===== src/rtl/id_exe_fwd_stage_pkg.sv =====
// Shared constants and the ID/EXE pipeline bundle for the operand-forwarding stage.
package id_exe_fwd_stage_pkg;

  localparam int unsigned XLEN_D  = 32;
  localparam int unsigned RADDR_D = 5;
  localparam int unsigned CTRLW_D = 8;

  // Register 0 reads as zero and is never a forwarding target.
  localparam logic [RADDR_D-1:0] REG_ZERO = '0;

  // ID/EXE bundle; sized by the package defaults, so stage width overrides must match these.
  typedef struct packed {
    logic [XLEN_D-1:0]  pc4;
    logic [XLEN_D-1:0]  a;
    logic [XLEN_D-1:0]  b;
    logic [XLEN_D-1:0]  imm;
    logic [RADDR_D-1:0] rn;
    logic               wreg;
    logic               m2reg;
    logic [CTRLW_D-1:0] ctrl;
    logic               valid;
  } id_ex_t;

endpackage


===== src/rtl/id_exe_fwd_stage_if.sv =====
// Decode-side and pipeline-side signals of the ID/EXE forwarding stage.
interface id_exe_fwd_stage_if #(
  parameter int unsigned XLEN  = 32,
  parameter int unsigned RADDR = 5,
  parameter int unsigned CTRLW = 8,
  parameter int unsigned CNTW  = 16
);
  logic             id_valid;
  logic [XLEN-1:0]  id_pc4;
  logic [XLEN-1:0]  id_imm;
  logic [RADDR-1:0] id_rs;
  logic [RADDR-1:0] id_rt;
  logic [RADDR-1:0] id_rn;
  logic             id_use_rs;
  logic             id_use_rt;
  logic             id_wreg;
  logic             id_m2reg;
  logic [CTRLW-1:0] id_ctrl;
  logic [XLEN-1:0]  id_qa;
  logic [XLEN-1:0]  id_qb;
  logic [XLEN-1:0]  exe_alu;
  logic [RADDR-1:0] mem_rn;
  logic             mem_wreg;
  logic             mem_m2reg;
  logic [XLEN-1:0]  mem_alu;
  logic [XLEN-1:0]  mem_mdo;
  logic             flush;

  logic             stall_en;
  logic [XLEN-1:0]  id_a;
  logic [XLEN-1:0]  id_b;
  logic             ex_valid;
  logic             ex_wreg;
  logic             ex_m2reg;
  logic [XLEN-1:0]  ex_pc4;
  logic [XLEN-1:0]  ex_a;
  logic [XLEN-1:0]  ex_b;
  logic [XLEN-1:0]  ex_imm;
  logic [RADDR-1:0] ex_rn;
  logic [CTRLW-1:0] ex_ctrl;
  logic [CNTW-1:0]  stall_cnt;

  modport master (
    output id_valid, id_pc4, id_imm, id_rs, id_rt, id_rn, id_use_rs, id_use_rt,
           id_wreg, id_m2reg, id_ctrl, id_qa, id_qb, exe_alu, mem_rn, mem_wreg,
           mem_m2reg, mem_alu, mem_mdo, flush,
    input  stall_en, id_a, id_b, ex_valid, ex_wreg, ex_m2reg, ex_pc4, ex_a, ex_b,
           ex_imm, ex_rn, ex_ctrl, stall_cnt
  );

  modport slave (
    input  id_valid, id_pc4, id_imm, id_rs, id_rt, id_rn, id_use_rs, id_use_rt,
           id_wreg, id_m2reg, id_ctrl, id_qa, id_qb, exe_alu, mem_rn, mem_wreg,
           mem_m2reg, mem_alu, mem_mdo, flush,
    output stall_en, id_a, id_b, ex_valid, ex_wreg, ex_m2reg, ex_pc4, ex_a, ex_b,
           ex_imm, ex_rn, ex_ctrl, stall_cnt
  );
endinterface


===== src/rtl/id_exe_fwd_stage_operand_fwd_mux.sv =====
// Per-operand EXE/MEM hit detection and forwarding select.
module operand_fwd_mux import id_exe_fwd_stage_pkg::*; #(
  parameter int unsigned XLEN   = XLEN_D,
  parameter int unsigned RADDR  = RADDR_D,
  parameter bit          FWD_EN = 1'b1
) (
  input  logic [RADDR-1:0] src,
  input  logic [XLEN-1:0]  raw,
  input  logic             ex_valid,
  input  logic             ex_wreg,
  input  logic             ex_m2reg,
  input  logic [RADDR-1:0] ex_rn,
  input  logic [XLEN-1:0]  exe_alu,
  input  logic             mem_wreg,
  input  logic             mem_m2reg,
  input  logic [RADDR-1:0] mem_rn,
  input  logic [XLEN-1:0]  mem_alu,
  input  logic [XLEN-1:0]  mem_mdo,
  output logic             hit_e_c,
  output logic             hit_m_c,
  output logic [XLEN-1:0]  opnd_c
);

  // Hits never fire on register 0; EXE wins over MEM, a load still in EXE cannot forward.
  always_comb begin
    hit_e_c = ex_valid & ex_wreg & (ex_rn == src) & (src != RADDR'(REG_ZERO));
    hit_m_c = mem_wreg & (mem_rn == src) & (src != RADDR'(REG_ZERO));
    opnd_c  = raw;
    if (FWD_EN) begin
      if (hit_e_c & ~ex_m2reg) opnd_c = exe_alu;
      else if (hit_m_c)        opnd_c = mem_m2reg ? mem_mdo : mem_alu;
    end
  end

endmodule


===== src/rtl/id_exe_fwd_stage.sv =====
// ID/EXE stage: operand forwarding, RAW hazard stall, pipeline register and stall counter.
module id_exe_fwd_stage import id_exe_fwd_stage_pkg::*; #(
  parameter int unsigned XLEN   = XLEN_D,
  parameter int unsigned RADDR  = RADDR_D,
  parameter int unsigned CTRLW  = CTRLW_D,
  parameter bit          FWD_EN = 1'b1,
  parameter int unsigned CNTW   = 16
) (
  input  logic              clk,
  input  logic              clrn,
  id_exe_fwd_stage_if.slave bus
);

  id_ex_t          ex_q, ex_d;
  logic [CNTW-1:0] cnt_q;
  logic            hit_e_a, hit_m_a, hit_e_b, hit_m_b;
  logic [XLEN-1:0] a_c, b_c;
  logic            hazard_c, stall_c;

  operand_fwd_mux #(.XLEN(XLEN), .RADDR(RADDR), .FWD_EN(FWD_EN)) u_fwd_a (
    .src(bus.id_rs), .raw(bus.id_qa),
    .ex_valid(ex_q.valid), .ex_wreg(ex_q.wreg), .ex_m2reg(ex_q.m2reg),
    .ex_rn(RADDR'(ex_q.rn)), .exe_alu(bus.exe_alu),
    .mem_wreg(bus.mem_wreg), .mem_m2reg(bus.mem_m2reg), .mem_rn(bus.mem_rn),
    .mem_alu(bus.mem_alu), .mem_mdo(bus.mem_mdo),
    .hit_e_c(hit_e_a), .hit_m_c(hit_m_a), .opnd_c(a_c)
  );

  operand_fwd_mux #(.XLEN(XLEN), .RADDR(RADDR), .FWD_EN(FWD_EN)) u_fwd_b (
    .src(bus.id_rt), .raw(bus.id_qb),
    .ex_valid(ex_q.valid), .ex_wreg(ex_q.wreg), .ex_m2reg(ex_q.m2reg),
    .ex_rn(RADDR'(ex_q.rn)), .exe_alu(bus.exe_alu),
    .mem_wreg(bus.mem_wreg), .mem_m2reg(bus.mem_m2reg), .mem_rn(bus.mem_rn),
    .mem_alu(bus.mem_alu), .mem_mdo(bus.mem_mdo),
    .hit_e_c(hit_e_b), .hit_m_c(hit_m_b), .opnd_c(b_c)
  );

  // Load-use only when forwarding; any in-flight producer of a used source otherwise.
  always_comb begin
    hazard_c = 1'b0;
    if (FWD_EN) begin
      hazard_c = ((bus.id_use_rs & hit_e_a) | (bus.id_use_rt & hit_e_b)) & ex_q.m2reg;
    end else begin
      hazard_c = (bus.id_use_rs & (hit_e_a | hit_m_a)) |
                 (bus.id_use_rt & (hit_e_b | hit_m_b));
    end
    stall_c = bus.id_valid & hazard_c & ~bus.flush;
  end

  // Next bundle: data always follows ID, control is zeroed for a flush or stall bubble.
  always_comb begin
    ex_d       = '0;
    ex_d.pc4   = XLEN_D'(bus.id_pc4);
    ex_d.a     = XLEN_D'(a_c);
    ex_d.b     = XLEN_D'(b_c);
    ex_d.imm   = XLEN_D'(bus.id_imm);
    ex_d.rn    = RADDR_D'(bus.id_rn);
    if (!(bus.flush | stall_c)) begin
      ex_d.valid = bus.id_valid;
      ex_d.wreg  = bus.id_valid & bus.id_wreg;
      ex_d.m2reg = bus.id_valid & bus.id_m2reg;
      ex_d.ctrl  = CTRLW_D'(bus.id_ctrl);
    end
  end

  // ID/EXE register and saturating stall counter.
  always_ff @(posedge clk or negedge clrn) begin
    if (!clrn) begin
      ex_q  <= '0;
      cnt_q <= '0;
    end else begin
      ex_q <= ex_d;
      if (stall_c && !(&cnt_q)) cnt_q <= cnt_q + CNTW'(1);
    end
  end

  assign bus.stall_en  = stall_c;
  assign bus.id_a      = a_c;
  assign bus.id_b      = b_c;
  assign bus.ex_valid  = ex_q.valid;
  assign bus.ex_wreg   = ex_q.wreg;
  assign bus.ex_m2reg  = ex_q.m2reg;
  assign bus.ex_pc4    = XLEN'(ex_q.pc4);
  assign bus.ex_a      = XLEN'(ex_q.a);
  assign bus.ex_b      = XLEN'(ex_q.b);
  assign bus.ex_imm    = XLEN'(ex_q.imm);
  assign bus.ex_rn     = RADDR'(ex_q.rn);
  assign bus.ex_ctrl   = CTRLW'(ex_q.ctrl);
  assign bus.stall_cnt = cnt_q;

endmodule

===== src/flat_wrapper.sv =====
// flat-port wrapper written by rule: the top's interface ports become plain ports
module id_exe_fwd_stage_flat import id_exe_fwd_stage_pkg::*;
#(
  parameter int unsigned XLEN   = XLEN_D,
  parameter int unsigned RADDR  = RADDR_D,
  parameter int unsigned CTRLW  = CTRLW_D,
  parameter bit          FWD_EN = 1'b1,
  parameter int unsigned CNTW   = 16
)
  (clk, clrn, bus_id_valid, bus_id_pc4, bus_id_imm, bus_id_rs, bus_id_rt, bus_id_rn, bus_id_use_rs, bus_id_use_rt, bus_id_wreg, bus_id_m2reg, bus_id_ctrl, bus_id_qa, bus_id_qb, bus_exe_alu, bus_mem_rn, bus_mem_wreg, bus_mem_m2reg, bus_mem_alu, bus_mem_mdo, bus_flush, bus_stall_en, bus_id_a, bus_id_b, bus_ex_valid, bus_ex_wreg, bus_ex_m2reg, bus_ex_pc4, bus_ex_a, bus_ex_b, bus_ex_imm, bus_ex_rn, bus_ex_ctrl, bus_stall_cnt);
  id_exe_fwd_stage_if #(.XLEN(XLEN), .RADDR(RADDR), .CTRLW(CTRLW), .CNTW(CNTW)) bus_i ();
  input  logic clk;
  input  logic clrn;
  input wire logic [$bits(bus_i.id_valid)-1:0] bus_id_valid;
  input wire logic [$bits(bus_i.id_pc4)-1:0] bus_id_pc4;
  input wire logic [$bits(bus_i.id_imm)-1:0] bus_id_imm;
  input wire logic [$bits(bus_i.id_rs)-1:0] bus_id_rs;
  input wire logic [$bits(bus_i.id_rt)-1:0] bus_id_rt;
  input wire logic [$bits(bus_i.id_rn)-1:0] bus_id_rn;
  input wire logic [$bits(bus_i.id_use_rs)-1:0] bus_id_use_rs;
  input wire logic [$bits(bus_i.id_use_rt)-1:0] bus_id_use_rt;
  input wire logic [$bits(bus_i.id_wreg)-1:0] bus_id_wreg;
  input wire logic [$bits(bus_i.id_m2reg)-1:0] bus_id_m2reg;
  input wire logic [$bits(bus_i.id_ctrl)-1:0] bus_id_ctrl;
  input wire logic [$bits(bus_i.id_qa)-1:0] bus_id_qa;
  input wire logic [$bits(bus_i.id_qb)-1:0] bus_id_qb;
  input wire logic [$bits(bus_i.exe_alu)-1:0] bus_exe_alu;
  input wire logic [$bits(bus_i.mem_rn)-1:0] bus_mem_rn;
  input wire logic [$bits(bus_i.mem_wreg)-1:0] bus_mem_wreg;
  input wire logic [$bits(bus_i.mem_m2reg)-1:0] bus_mem_m2reg;
  input wire logic [$bits(bus_i.mem_alu)-1:0] bus_mem_alu;
  input wire logic [$bits(bus_i.mem_mdo)-1:0] bus_mem_mdo;
  input wire logic [$bits(bus_i.flush)-1:0] bus_flush;
  output wire logic [$bits(bus_i.stall_en)-1:0] bus_stall_en;
  output wire logic [$bits(bus_i.id_a)-1:0] bus_id_a;
  output wire logic [$bits(bus_i.id_b)-1:0] bus_id_b;
  output wire logic [$bits(bus_i.ex_valid)-1:0] bus_ex_valid;
  output wire logic [$bits(bus_i.ex_wreg)-1:0] bus_ex_wreg;
  output wire logic [$bits(bus_i.ex_m2reg)-1:0] bus_ex_m2reg;
  output wire logic [$bits(bus_i.ex_pc4)-1:0] bus_ex_pc4;
  output wire logic [$bits(bus_i.ex_a)-1:0] bus_ex_a;
  output wire logic [$bits(bus_i.ex_b)-1:0] bus_ex_b;
  output wire logic [$bits(bus_i.ex_imm)-1:0] bus_ex_imm;
  output wire logic [$bits(bus_i.ex_rn)-1:0] bus_ex_rn;
  output wire logic [$bits(bus_i.ex_ctrl)-1:0] bus_ex_ctrl;
  output wire logic [$bits(bus_i.stall_cnt)-1:0] bus_stall_cnt;
  assign bus_i.id_valid = bus_id_valid;
  assign bus_i.id_pc4 = bus_id_pc4;
  assign bus_i.id_imm = bus_id_imm;
  assign bus_i.id_rs = bus_id_rs;
  assign bus_i.id_rt = bus_id_rt;
  assign bus_i.id_rn = bus_id_rn;
  assign bus_i.id_use_rs = bus_id_use_rs;
  assign bus_i.id_use_rt = bus_id_use_rt;
  assign bus_i.id_wreg = bus_id_wreg;
  assign bus_i.id_m2reg = bus_id_m2reg;
  assign bus_i.id_ctrl = bus_id_ctrl;
  assign bus_i.id_qa = bus_id_qa;
  assign bus_i.id_qb = bus_id_qb;
  assign bus_i.exe_alu = bus_exe_alu;
  assign bus_i.mem_rn = bus_mem_rn;
  assign bus_i.mem_wreg = bus_mem_wreg;
  assign bus_i.mem_m2reg = bus_mem_m2reg;
  assign bus_i.mem_alu = bus_mem_alu;
  assign bus_i.mem_mdo = bus_mem_mdo;
  assign bus_i.flush = bus_flush;
  assign bus_stall_en = bus_i.stall_en;
  assign bus_id_a = bus_i.id_a;
  assign bus_id_b = bus_i.id_b;
  assign bus_ex_valid = bus_i.ex_valid;
  assign bus_ex_wreg = bus_i.ex_wreg;
  assign bus_ex_m2reg = bus_i.ex_m2reg;
  assign bus_ex_pc4 = bus_i.ex_pc4;
  assign bus_ex_a = bus_i.ex_a;
  assign bus_ex_b = bus_i.ex_b;
  assign bus_ex_imm = bus_i.ex_imm;
  assign bus_ex_rn = bus_i.ex_rn;
  assign bus_ex_ctrl = bus_i.ex_ctrl;
  assign bus_stall_cnt = bus_i.stall_cnt;
  id_exe_fwd_stage #(.XLEN(XLEN), .RADDR(RADDR), .CTRLW(CTRLW), .FWD_EN(FWD_EN), .CNTW(CNTW)) u_core (.clk(clk), .clrn(clrn), .bus(bus_i));
endmodule

===== config.mk =====
export PLATFORM = sky130hd
export DESIGN_NAME = id_exe_fwd_stage_flat
export DESIGN_NICKNAME = d
export VERILOG_FILES = /design/src/rtl/id_exe_fwd_stage_pkg.sv /design/src/rtl/id_exe_fwd_stage_if.sv /design/src/rtl/id_exe_fwd_stage_operand_fwd_mux.sv /design/src/rtl/id_exe_fwd_stage.sv /design/src/flat_wrapper.sv
export SDC_FILE = /design/constraint.sdc
export NUM_CORES = 1
export LEC_CHECK = 0
export BUFFER_PORTS_ARGS = -buffer_cell sky130_fd_sc_hd__clkbuf_2
export CAP_MARGIN = 40
export CORE_AREA = 2 2 192 194
export CTS_CLUSTER_SIZE = 30
export DETAILED_ROUTE_END_ITERATION = 16
export DIE_AREA = 0 0 194 196
export HOLD_SLACK_MARGIN = 0.12
export SLEW_MARGIN = 20
export SYNTH_ARGS = -nofsm -noshare
export SYNTH_HDL_FRONTEND = slang
export SYNTH_SLANG_ARGS = --single-unit

===== constraint.sdc =====
create_clock -name clk -period 6.6 [get_ports clk]
set_input_delay 0.99 -clock clk [delete_from_list [all_inputs] [get_ports clk]]
set_output_delay 0.99 -clock clk [all_outputs]
set_load 0.02 [all_outputs]

==> impl_metrics.csv, run 1 <==
group,metric,value,unit
status,run_status,"complete, no violations",
layout,fin_nets,1333,
clock_network,cts_sinks,160,
power_and_ir_drop,power.total,2410,uW
layout,areaGrowthSynthToFinish,46.2,%
floorplan,core,0.0361,sq mm
hold_path,hold_path.class,"input port to async pin",
logic_synthesis,synthDistinctLibCells,35,
timing,relSlewSlack,0.516,
logic_synthesis,synthesis.instances,650,
clock_network,post_cts_resize_count,0,
logic_synthesis,async_reset_ff_frac,1.00,
drt,drtPass1Iterations,4,
power_and_ir_drop,p_clk_frac,0.407,
floorplan,fp.dieArea,0.0380,sq mm
floorplan,start_util,0.189,
timing,finalCriticalPeriod,4250,ps
setup_path,critical_path_required,5610,ps
timing,worstMarginPinSlew,726,ps
power_and_ir_drop,switching_share,0.304,
placement,post-place-ws,2330,ps
logic_synthesis,netlist_area,0.00684,sq mm
placement,hpwlAfterDp,20400,um
setup_path,cp-start-kind,"input port",
drt,vias,6259,
power_and_ir_drop,intPower,1680,uW
drt,wirelength,25000,um
clock_network,clock-root-buffer,"clkbuf_16",
setup_path,cp_max_fo,64,
logic_synthesis,yosysWarnings,0,
logic_synthesis,yosysSeqAreaShare,0.586,
power_and_ir_drop,p_leak,0.00497,uW
setup_path,worstPathArrival,3260,ps
timing,layout_setup_ws,2350,ps
layout,stdcell_area,0.00999,sq mm
drt,wire_per_inst,16.1,um
placement,port_buffers,486,
clock_network,htreeDepth,4,
timing,fin_skew,12.0,ps
timing,setup_viol,0,
logic_synthesis,yosys_register_bits,160,
logic_synthesis,synth_edf_count,0,
timing,finalSetupTns,0,ps
grt,grt_pass1_vias,6540,
grt,grt_pass1_wl,37700,um
grt,antenna_found_initial,2,
power_and_ir_drop,power.share.combinational,0.158,
drt,first_iter_violations,262,
power_and_ir_drop,p_sw,733,uW
drt,route.detailed.drc,0,
layout,fin_util,0.277,
timing,drv_slew,0,
logic_synthesis,syn-num-nets,913,
power_and_ir_drop,power_density,241,mW/mm^2
floorplan,num_io_pins,487,
timing,rsz0062_at_grt,"no",
grt,gr-total-overflow,0,
setup_path,r2r_cells,5,
timing,hold_violations,0,
power_and_ir_drop,seq_power_share,0.435,
grt,grt_use_total,0.130,
timing,period_share,0.645,
clock_network,clk_path_buf_depth,2,
setup_path,endpoint_kind,"primary output",
clock_network,cts_tree,"done",
grt,grt_max_degree,65,
clock_network,postCtsHoldBufs,0,
job,maxCapViolCount,0,
clock_network,cts.clk_slew.worst_paths,70,ps
clock_network,cts_setup_buffers,0,
logic_synthesis,avgSynthCellArea,10.5,sq um
placement,gp_congestion,0.913,
floorplan,die_h,196,um
power_and_ir_drop,irDropWorstVdd,0.169,mV
clock_network,cts_made_buffers,17,
timing,max_freq,235,MHz
layout,drive_gt1_frac,0.495,
placement,place_area,0.00941,sq mm
drt,ant_nets,0,
setup_path,critical_path_class,"input port to primary output",
clock_network,insertion_delay,440,ps
logic_synthesis,synth_flop_cell,"dfrtp_1",
floorplan,rows,70,
floorplan,fp.dieW,194,um
drt,vias_per_cell,4.03,
==> power groups by stage <==
stage / Combinational [uW] / Sequential, uW / Clock (uW)
after detailed placement: 386 / 1070 / 0
after CTS: 387 / 1050 / 1030
final: 381 / 1050 / 981
after global routing: 411 / 1050 / 1060
after floorplan: 137 / 1130 / 0
after global placement: 379 / 1070 / 0
==> through the flow <==
stage          hold slack, ps  instances
2_1_floorplan             596        650
3_3_place_gp              480       1517
3_5_place_dp              495       1519
4_1_cts                   465       1551
5_1_grt                   489       1552
6_report                  476       1552
==> cell families (layout without fill, tap and decap cells) <==
family,after synthesis,in the layout,share of synthesized area
muxes,33,33,0.0485
other,0,1,0
DFF,160,160,0.586
xor gates and xnor gates,35,35,0.0448
adders and majority gates,1,1,0.00183
buffers and inverters,95,528,0.0884
and+or+nand+nor,191,191,0.126
AOI/OAI and AO/OA,135,135,0.105
==> metal layers <==
layer | part of all wire | global-route usage
met5 | 0 | 0
met1 | 0.39 | 0.149
met4 | 0.031 | 0.0609
met3 | 0.090 | 0.0457
met2 | 0.49 | 0.217
==> synthesized netlist by cell type, drive strengths merged, types with 5 or more instances <==
library cell / number / area, sq um
xnor2: 21 / 184
nand2: 133 / 499
xor2: 14 / 123
nor3: 6 / 30.0
nand4: 8 / 50.1
clkbuf: 28 / 105
buf: 65 / 492
and2: 10 / 62.6
nand3: 7 / 35.0
dfrtp: 160 / 4000
nor4: 5 / 50.1
mux2i: 32 / 320
nor2: 8 / 30.0
o21ai: 129 / 649
==> cells in the final DEF, fill, tap and decap left out, types with 2 or more instances in the layout <==
| master | instances |
|---|---|
| clkbuf_2 | 485 |
| dfrtp_1 | 160 |
| nand2_1 | 133 |
| o21ai_0 | 112 |
| mux2i_1 | 32 |
| xnor2_1 | 21 |
| clkbuf_16 | 17 |
| o21ai_1 | 16 |
| xor2_1 | 14 |
| and2_1 | 10 |
| nand4_1 | 8 |
| nor2_1 | 8 |
| nand3_1 | 7 |
| nor3_1 | 5 |
| inv_6 | 5 |
| buf_4 | 5 |
| inv_8 | 4 |
| nand3b_1 | 3 |
| nor4_4 | 3 |
| clkinv_8 | 3 |
| o211ai_2 | 2 |
| nor4_1 | 2 |
| nand2b_1 | 2 |
| or3_1 | 2 |
| a21oi_1 | 2 |
| inv_1 | 2 |
| clkinv_4 | 2 |
| buf_16 | 2 |
==> cell type report <==
| class | count | area (sq um) |
|---|---|---|
| clock inverters | 15 | 160 |
| well taps | 468 | 586 |
| flip-flops and latches | 160 | 4000 |
| inverters | 2 | 7.51 |
| fillers | 3840 | 26100 |
| repair buffers | 494 | 2550 |
| diodes | 1 | 2.50 |
| multi-input cells | 395 | 2260 |
| clock buffers | 17 | 425 |
==> path summary, 6_finish.rpt <==
check	start	to	slack, ps
worst max-delay path	bus_id_rt[1]	bus_id_b[3]	2350
worst min-delay path	clrn	u_core.bus.ex_b[8]$_DFF_PN0_	480
worst max register to register	u_core.bus.ex_rn[3]$_DFF_PN0_	u_core.bus.ex_a[31]$_DFF_PN0_	4210
worst min register to register	u_core.bus.stall_cnt[9]$_DFFE_PN0P_	u_core.bus.stall_cnt[9]$_DFFE_PN0P_	500
max in group asynchronous	clrn	u_core.bus.ex_a[0]$_DFF_PN0_	5090
min in group clk	u_core.bus.stall_cnt[9]$_DFFE_PN0P_	u_core.bus.stall_cnt[9]$_DFFE_PN0P_	500
==> state kept, by name (all words and copies together), names as in the netlist <==
signal	cells
u_core.bus.ex_a	32
u_core.bus.ex_b	32
u_core.bus.ex_imm	32
u_core.bus.ex_pc4	32
u_core.bus.stall_cnt	16
u_core.bus.ex_ctrl	8
u_core.bus.ex_rn	5
u_core.bus.ex_m2reg	1
u_core.bus.ex_valid	1
u_core.bus.ex_wreg	1
==> critical path: stages <==
cell and delay, ps:
clkbuf_2 120, or4_1 580, nor2_1 200, nor4_4 70, buf_4 290, nand2_1 140
o21ai_0 70, o21ai_0 500, clkbuf_2 280
Power figures use the tool's default switching activity.
==> run 2: changes to the inputs <==
--- a/config.mk
+++ b/config.mk
@@ -5,12 +5,13 @@
 export SDC_FILE = /design/constraint.sdc
 export NUM_CORES = 1
 export LEC_CHECK = 0
+export ABC_AREA = 1
 export BUFFER_PORTS_ARGS = -buffer_cell sky130_fd_sc_hd__clkbuf_2
 export CAP_MARGIN = 40
-export CORE_AREA = 2 2 192 194
+export CORE_AREA = 2 2 188 190
 export CTS_CLUSTER_SIZE = 30
 export DETAILED_ROUTE_END_ITERATION = 16
-export DIE_AREA = 0 0 194 196
+export DIE_AREA = 0 0 190 192
 export HOLD_SLACK_MARGIN = 0.12
 export SLEW_MARGIN = 20
 export SYNTH_ARGS = -nofsm -noshare
==> constraint.sdc (replaced) <==
create_clock -name clk -period 4.28 [get_ports clk]
set_input_delay 0.642 -clock clk [delete_from_list [all_inputs] [get_ports clk]]
set_output_delay 0.642 -clock clk [all_outputs]
set_load 0.02 [all_outputs]
==> impl_metrics.csv, run 2 <==
group,metric,value,unit
timing,finalCriticalPeriod,3350,ps
power_and_ir_drop,irDropWorstVdd,0.261,mV
clock_network,insertion_delay,440,ps
logic_synthesis,syn-num-nets,1156,
logic_synthesis,synth_area_leaders,"dfrtp_1, nand3_1, nand2_1",
grt,grt_use_total,0.169,
timing,drv_slew,0,
logic_synthesis,yosys.area.top_type_share,0.510,
setup_path,cpPeakStageDelay,440,ps
clock_network,post_cts_resize_count,0,
logic_synthesis,synthDistinctLibCells,32,
drt,wirelength,31400,um
placement,gp_congestion,0.853,
layout,fin_util,0.318,
floorplan,rows,68,
timing,relSlewSlack,0.468,
setup_path,r2r_start,"u_core.bus.ex_valid$_DFF_PN0_",
setup_path,cp-start-kind,"flop",
logic_synthesis,avgSynthCellArea,8.78,sq um
floorplan,num_io_pins,487,
power_and_ir_drop,power.total,3810,uW
clock_network,postCtsHoldBufs,0,
grt,grt_max_degree,83,
timing,hold_violations,0,
placement,hpwlAfterDp,24600,um
status,run_status,"complete, no violations",
timing,setup_viol,0,
layout,layout_commonest_cell,"clkbuf_2",
drt,drtPass1Iterations,5,
grt,grt_pass1_vias,7724,
job,maxCapViolCount,0,
floorplan,fp.dieW,190,um
hold_path,min-delay-start,"bus_id_rn[1]",
clock_network,cts_tree,"done",
logic_synthesis,synth_commonest_cells,"dfrtp_1, nand2_1, inv_1, nand3_1, buf_4",
timing,worstMarginPinSlew,795,ps
logic_synthesis,synthesis.instances,893,
logic_synthesis,synth_flop_cell,"dfrtp_1",
drt,route.detailed.drc,0,
logic_synthesis,synth.most_common_cell,"dfrtp_1",
drt,first_iter_violations,377,
setup_path,critical_path_required,3640,ps
grt,gr-total-overflow,0,
timing,max_freq,299,MHz
logic_synthesis,synth_top_area_cell,"dfrtp_1",
setup_path,crit_family,"simple AND/OR/NAND/NOR gates",
setup_path,worstPathArrival,2710,ps
logic_synthesis,async_reset_ff_frac,1.00,
setup_path,endpoint_kind,"primary output",
drt,vias,7621,
clock_network,clock-root-buffer,"clkbuf_16",
setup_path,critical_path_class,"flop to primary output",
floorplan,start_util,0.229,
grt,grt_pass1_wl,45800,um
timing,finalSetupTns,0,ps
logic_synthesis,synth_edf_count,0,
logic_synthesis,yosysWarnings,0,
setup_path,slowest_stage,"buf_4",
setup_path,crit_start,"u_core.bus.ex_valid$_DFF_PN0_",
drt,vias_per_cell,4.29,
layout,fill_cells,3646,
logic_synthesis,netlist_area,0.00784,sq mm
timing,period_share,0.783,
floorplan,die_h,192,um
power_and_ir_drop,power_density,349,mW/mm^2
clock_network,clk_path_buf_depth,2,
placement,port_buffers,486,
setup_path,cp_common_cell,"nand2_1",
clock_network,cts.clk_slew.worst_paths,80,ps
drt,wire_per_inst,17.7,um
setup_path,cp_max_fo,39,
setup_path,worstPathCellList,"nand2_1 -> a21oi_1 -> nand2_1 -> nor2_4 -> nand3_4 -> buf_4 -> o21ai_0 -> clkbuf_2",
timing,fin_skew,12.2,ps
logic_synthesis,yosys_register_bits,160,
layout,layout_common_cells,"clkbuf_2, dfrtp_1, nand2_1",
layout,areaGrowthSynthToFinish,39.0,%
layout,fin_nets,1570,
drt,ant_nets,0,
clock_network,cts_sinks,160,
setup_path,worst-path-buf-inv,2,
layout,multi_input_area,0.00261,sq mm
power_and_ir_drop,p_leak,0.00615,uW
layout,drive_gt1_frac,0.434,
logic_synthesis,yosysSeqAreaShare,0.510,
grt,antenna_found_initial,2,
clock_network,cts_setup_buffers,0,
floorplan,core,0.0343,sq mm
layout,seqCellArea,0.00400,sq mm
clock_network,cts_made_buffers,17,
floorplan,fp.dieArea,0.0365,sq mm
clock_network,htreeDepth,4,
timing,rsz0062_at_grt,"no",
hold_path,hold_path.class,"input port to flop",
-- run 2: path summary, 6_finish.rpt --
| check | endpoint | slack, ps | cells after the start |
|---|---|---|---|
| min in group asynchronous | u_core.bus.ex_a[31]$_DFF_PN0_ | 560 | 2 |
| min | u_core.bus.ex_rn[1]$_DFF_PN0_ | 300 | 1 |
| max reg2reg | u_core.bus.ex_b[30]$_DFF_PN0_ | 2080 | 8 |
| max | bus_id_b[23] | 930 | 8 |
| max in group asynchronous | u_core.bus.ex_pc4[13]$_DFF_PN0_ | 3010 | 3 |
| min reg2reg | u_core.bus.stall_cnt[13]$_DFFE_PN0P_ | 540 | 2 |
-- run 2: layout make-up --
type,count,area share
Tap cell,455,0.0522
Inverter,148,0.0512
Sequential cell,160,0.367
Clock inverter,14,0.0112
Multi-Input combinational cell,482,0.239
Timing Repair Buffer,498,0.239
Antenna cell,1,0.000229
Clock buffer,18,0.0394
-- run 2: through the flow --
step                hold slack (ps)  instances  cell area [sq um]  setup slack, ps
finish                          300       1776              10900              931
global route                    270       1776              10900              703
CTS                             225       1773              10900              830
detailed placement              527       1741              10300              991
global placement                516       1740              10300             1040
floorplan                       346        893               7840             1870
-- run 2: logic make-up (layout without fill, tap and decap cells) --
| kind of cell | Yosys count | in the layout | synth area share |
|---|---|---|---|
| AOI/OAI and AO/OA | 68 | 68 | 0.0440 |
| xor gates and xnor gates | 9 | 9 | 0.0100 |
| adders and majority gates | 1 | 1 | 0.00159 |
| buffers and inverters | 251 | 678 | 0.159 |
| DFF | 160 | 160 | 0.510 |
| muxes | 32 | 32 | 0.0408 |
| other | 0 | 1 | 0 |
| and+or+nand+nor | 372 | 372 | 0.234 |
-- run 2: per-layer routing --
| layer | vias to the layer above | global-route usage | wire length [um] |
|---|---|---|---|
| met4 | 2 | 0.0543 | 597 |
| met3 | 36 | 0.0504 | 2700 |
| met5 | - | 0 | 13 |
| li1 | 3603 | - | - |
| met2 | 381 | 0.298 | 15900 |
| met1 | 3599 | 0.196 | 12100 |
-- run 2: power by group --
group          leakage, uW  switching (uW)  internal (uW)
logic              0.00397             449            238
clock network     0.000265             739            767
registers          0.00191            27.5           1590
==> run 3: changes to the inputs <==
--- a/config.mk
+++ b/config.mk
@@ -8,10 +8,10 @@
 export ABC_AREA = 1
 export BUFFER_PORTS_ARGS = -buffer_cell sky130_fd_sc_hd__clkbuf_2
 export CAP_MARGIN = 40
-export CORE_AREA = 2 2 188 190
+export CORE_AREA = 2 2 189 191
 export CTS_CLUSTER_SIZE = 30
 export DETAILED_ROUTE_END_ITERATION = 16
-export DIE_AREA = 0 0 190 192
+export DIE_AREA = 0 0 191 193
 export HOLD_SLACK_MARGIN = 0.12
 export SLEW_MARGIN = 20
 export SYNTH_ARGS = -nofsm -noshare
==> constraint.sdc (replaced) <==
create_clock -name clk -period 2.8 [get_ports clk]
set_input_delay 0.42 -clock clk [delete_from_list [all_inputs] [get_ports clk]]
set_output_delay 0.42 -clock clk [all_outputs]
set_load 0.02 [all_outputs]
==> impl_metrics.csv, run 3 (synthesis results as in run 2) <==
group,metric,value,unit
timing,worstMarginPinSlew,716,ps
clock_network,clk_path_buf_depth,2,
layout,areaGrowthSynthToFinish,51.1,%
drt,drtPass1Iterations,4,
grt,antenna_found_initial,1,
setup_path,crit_start,"u_core.bus.ex_rn[0]$_DFF_PN0_",
drt,wire_per_inst,17.2,um
timing,relSlewSlack,0.523,
setup_path,crit_path_end,"bus_id_b[4]",
floorplan,die_h,193,um
layout,layout_common_cells,"clkbuf_2, dfrtp_1, nand2_1",
clock_network,cts_setup_buffers,0,
setup_path,rr_endpoint,"u_core.bus.stall_cnt[5]$_DFFE_PN0P_",
grt,grt_use_total,0.166,
timing,hold_ws,173,ps
drt,route.detailed.drc,0,
placement,place_area,0.0105,sq mm
drt,vias,7945,
grt,use_met1,0.186,
setup_path,cpPeakStageDelay,420,ps
timing,drv_slew,0,
power_and_ir_drop,power_density,513,mW/mm^2
placement,gp_congestion,0.837,
setup_path,r2r_cells,10,
job,maxCapViolCount,0,
timing,rsz0062_at_grt,"yes",
clock_network,cts_sinks,160,
timing,setup_viol,0,
placement,hpwlAfterDp,24700,um
power_and_ir_drop,irDropWorstVdd,0.411,mV
grt,gr-total-overflow,0,
floorplan,num_io_pins,487,
setup_path,critical_path_class,"flop to primary output",
drt,wirelength,32100,um
setup_path,cp-start-kind,"flop",
setup_path,r2r_start,"u_core.bus.ex_rn[4]$_DFF_PN0_",
setup_path,endpoint_kind,"primary output",
status,run_status,"complete, no violations",
floorplan,core,0.0350,sq mm
timing,hold_violations,0,
clock_network,cts.clk_slew.worst_paths,80,ps
grt,grt_pass1_wl,45200,um
setup_path,rrSetupSlack,880,ps
hold_path,hold_path.class,"input port to flop",
drt,first_iter_violations,285,
setup_path,cp_max_fo,26,
clock_network,insertion_delay,440,ps
floorplan,fp.dieArea,0.0369,sq mm
layout,fin_nets,1655,
timing,max_freq,378,MHz
clock_network,cts_made_buffers,17,
grt,grt_max_degree,67,
layout,layout_commonest_cell,"clkbuf_2",
setup_path,worstPathCellList,"inv_1 -> nand2_1 -> nand3_1 -> nor2_2 -> nand3_4 -> clkbuf_16 -> o21ai_1 -> clkbuf_2",
floorplan,fp.dieW,191,um
grt,grt_pass1_vias,7794,
clock_network,clock-root-buffer,"clkbuf_16",
timing,finalCriticalPeriod,2650,ps
layout,drive_gt1_frac,0.428,
timing,period_share,0.946,
floorplan,start_util,0.224,
drt,vias_per_cell,4.25,
clock_network,htreeDepth,4,
grt,met2_usage,0.303,
grt,grt_busiest_layer,"met2",
layout,stdcell_area,0.0118,sq mm
placement,port_buffers,486,
hold_path,min-delay-start,"bus_id_wreg",
grt,use_met3,0.0443,
floorplan,rows,69,
clock_network,cts_tree,"done",
drt,ant_nets,0,
power_and_ir_drop,p_leak,0.00657,uW
setup_path,worstPathArrival,2230,ps
setup_path,critical_path_required,2380,ps
timing,fin_skew,12.4,ps
setup_path,slowest_stage,"dfrtp_1",
## run 3: changes by cell type in the layout (fill, tap and decap cells not counted), sizes merged
cell	delta
dlygate4sd3	+69
buf	+16
clkbuf	-1
bufinv	+2
inv	-1
diode	+1
clkinvlp	-2
clkinv	+2
## run 3: layout make-up
type	count	area, sq um
Clock buffer	17	425
Antenna cell	2	5.00
Tap cell	461	577
Fill cell	3659	23100
Sequential cell	160	4000
Multi-Input combinational cell	482	2650
Clock inverter	15	170
Timing Repair Buffer	583	3460
Inverter	148	558
## run 3: worst min path at each step
stage | cells past startpoint | to
finish | 3 | u_core.bus.ex_wreg$_DFF_PN0_
global route | 3 | u_core.bus.ex_ctrl[3]$_DFF_PN0_
CTS | 3 | u_core.bus.ex_wreg$_DFF_PN0_
detailed placement | 1 | u_core.bus.ex_b[24]$_DFF_PN0_
global placement | 1 | u_core.bus.ex_a[29]$_DFF_PN0_
floorplan | 0 | u_core.bus.ex_a[0]$_DFF_PN0_
## run 3: power by group
part / internal (uW) / switching (uW)
clock: 1350 / 1110
combinational: 445 / 708
sequential: 2430 / 42.9
## run 3: worst max-delay path: cells and delay by family, from the launching register on
kind                   cells  cell delay [ps]
AOI/OAI and AO/OA          1              230
DFF                        1              420
buffers and inverters      3              550
and+or+nand+nor            4              580
## run 3: routing by layer
layer  share of wire  vias to the layer above
li1                -                     3771
met1            0.38                     3752
met2            0.52                      392
met3           0.073                       30
met4           0.023                        0
met5               0                        -
## run 3: timing repair
| item | 4_1_cts | 5_1_grt |
|---|---|---|
| hold buffers | 70 | 0 |
| resized for setup | 4 | 13 |
| pin swaps | 0 | 0 |
| endpoints found under the setup margin | 3 | 22 |
| hold endpoints to repair | 131 | 0 |
| gates cloned | 0 | 1 |
## run 3: per-stage QoR
stage	utilization	setup TNS, ps	std cells	power [uW]	setup slack, ps
6_report	0.339	0	1868	6080	151
4_1_cts	0.337	0	1865	6190	10.7
2_1_floorplan	-	0	893	3100	811
5_1_grt	0.339	-0.749	1867	6390	-0.749
3_3_place_gp	0.300	0	1763	3580	250
3_5_place_dp	0.300	0	1763	3590	244
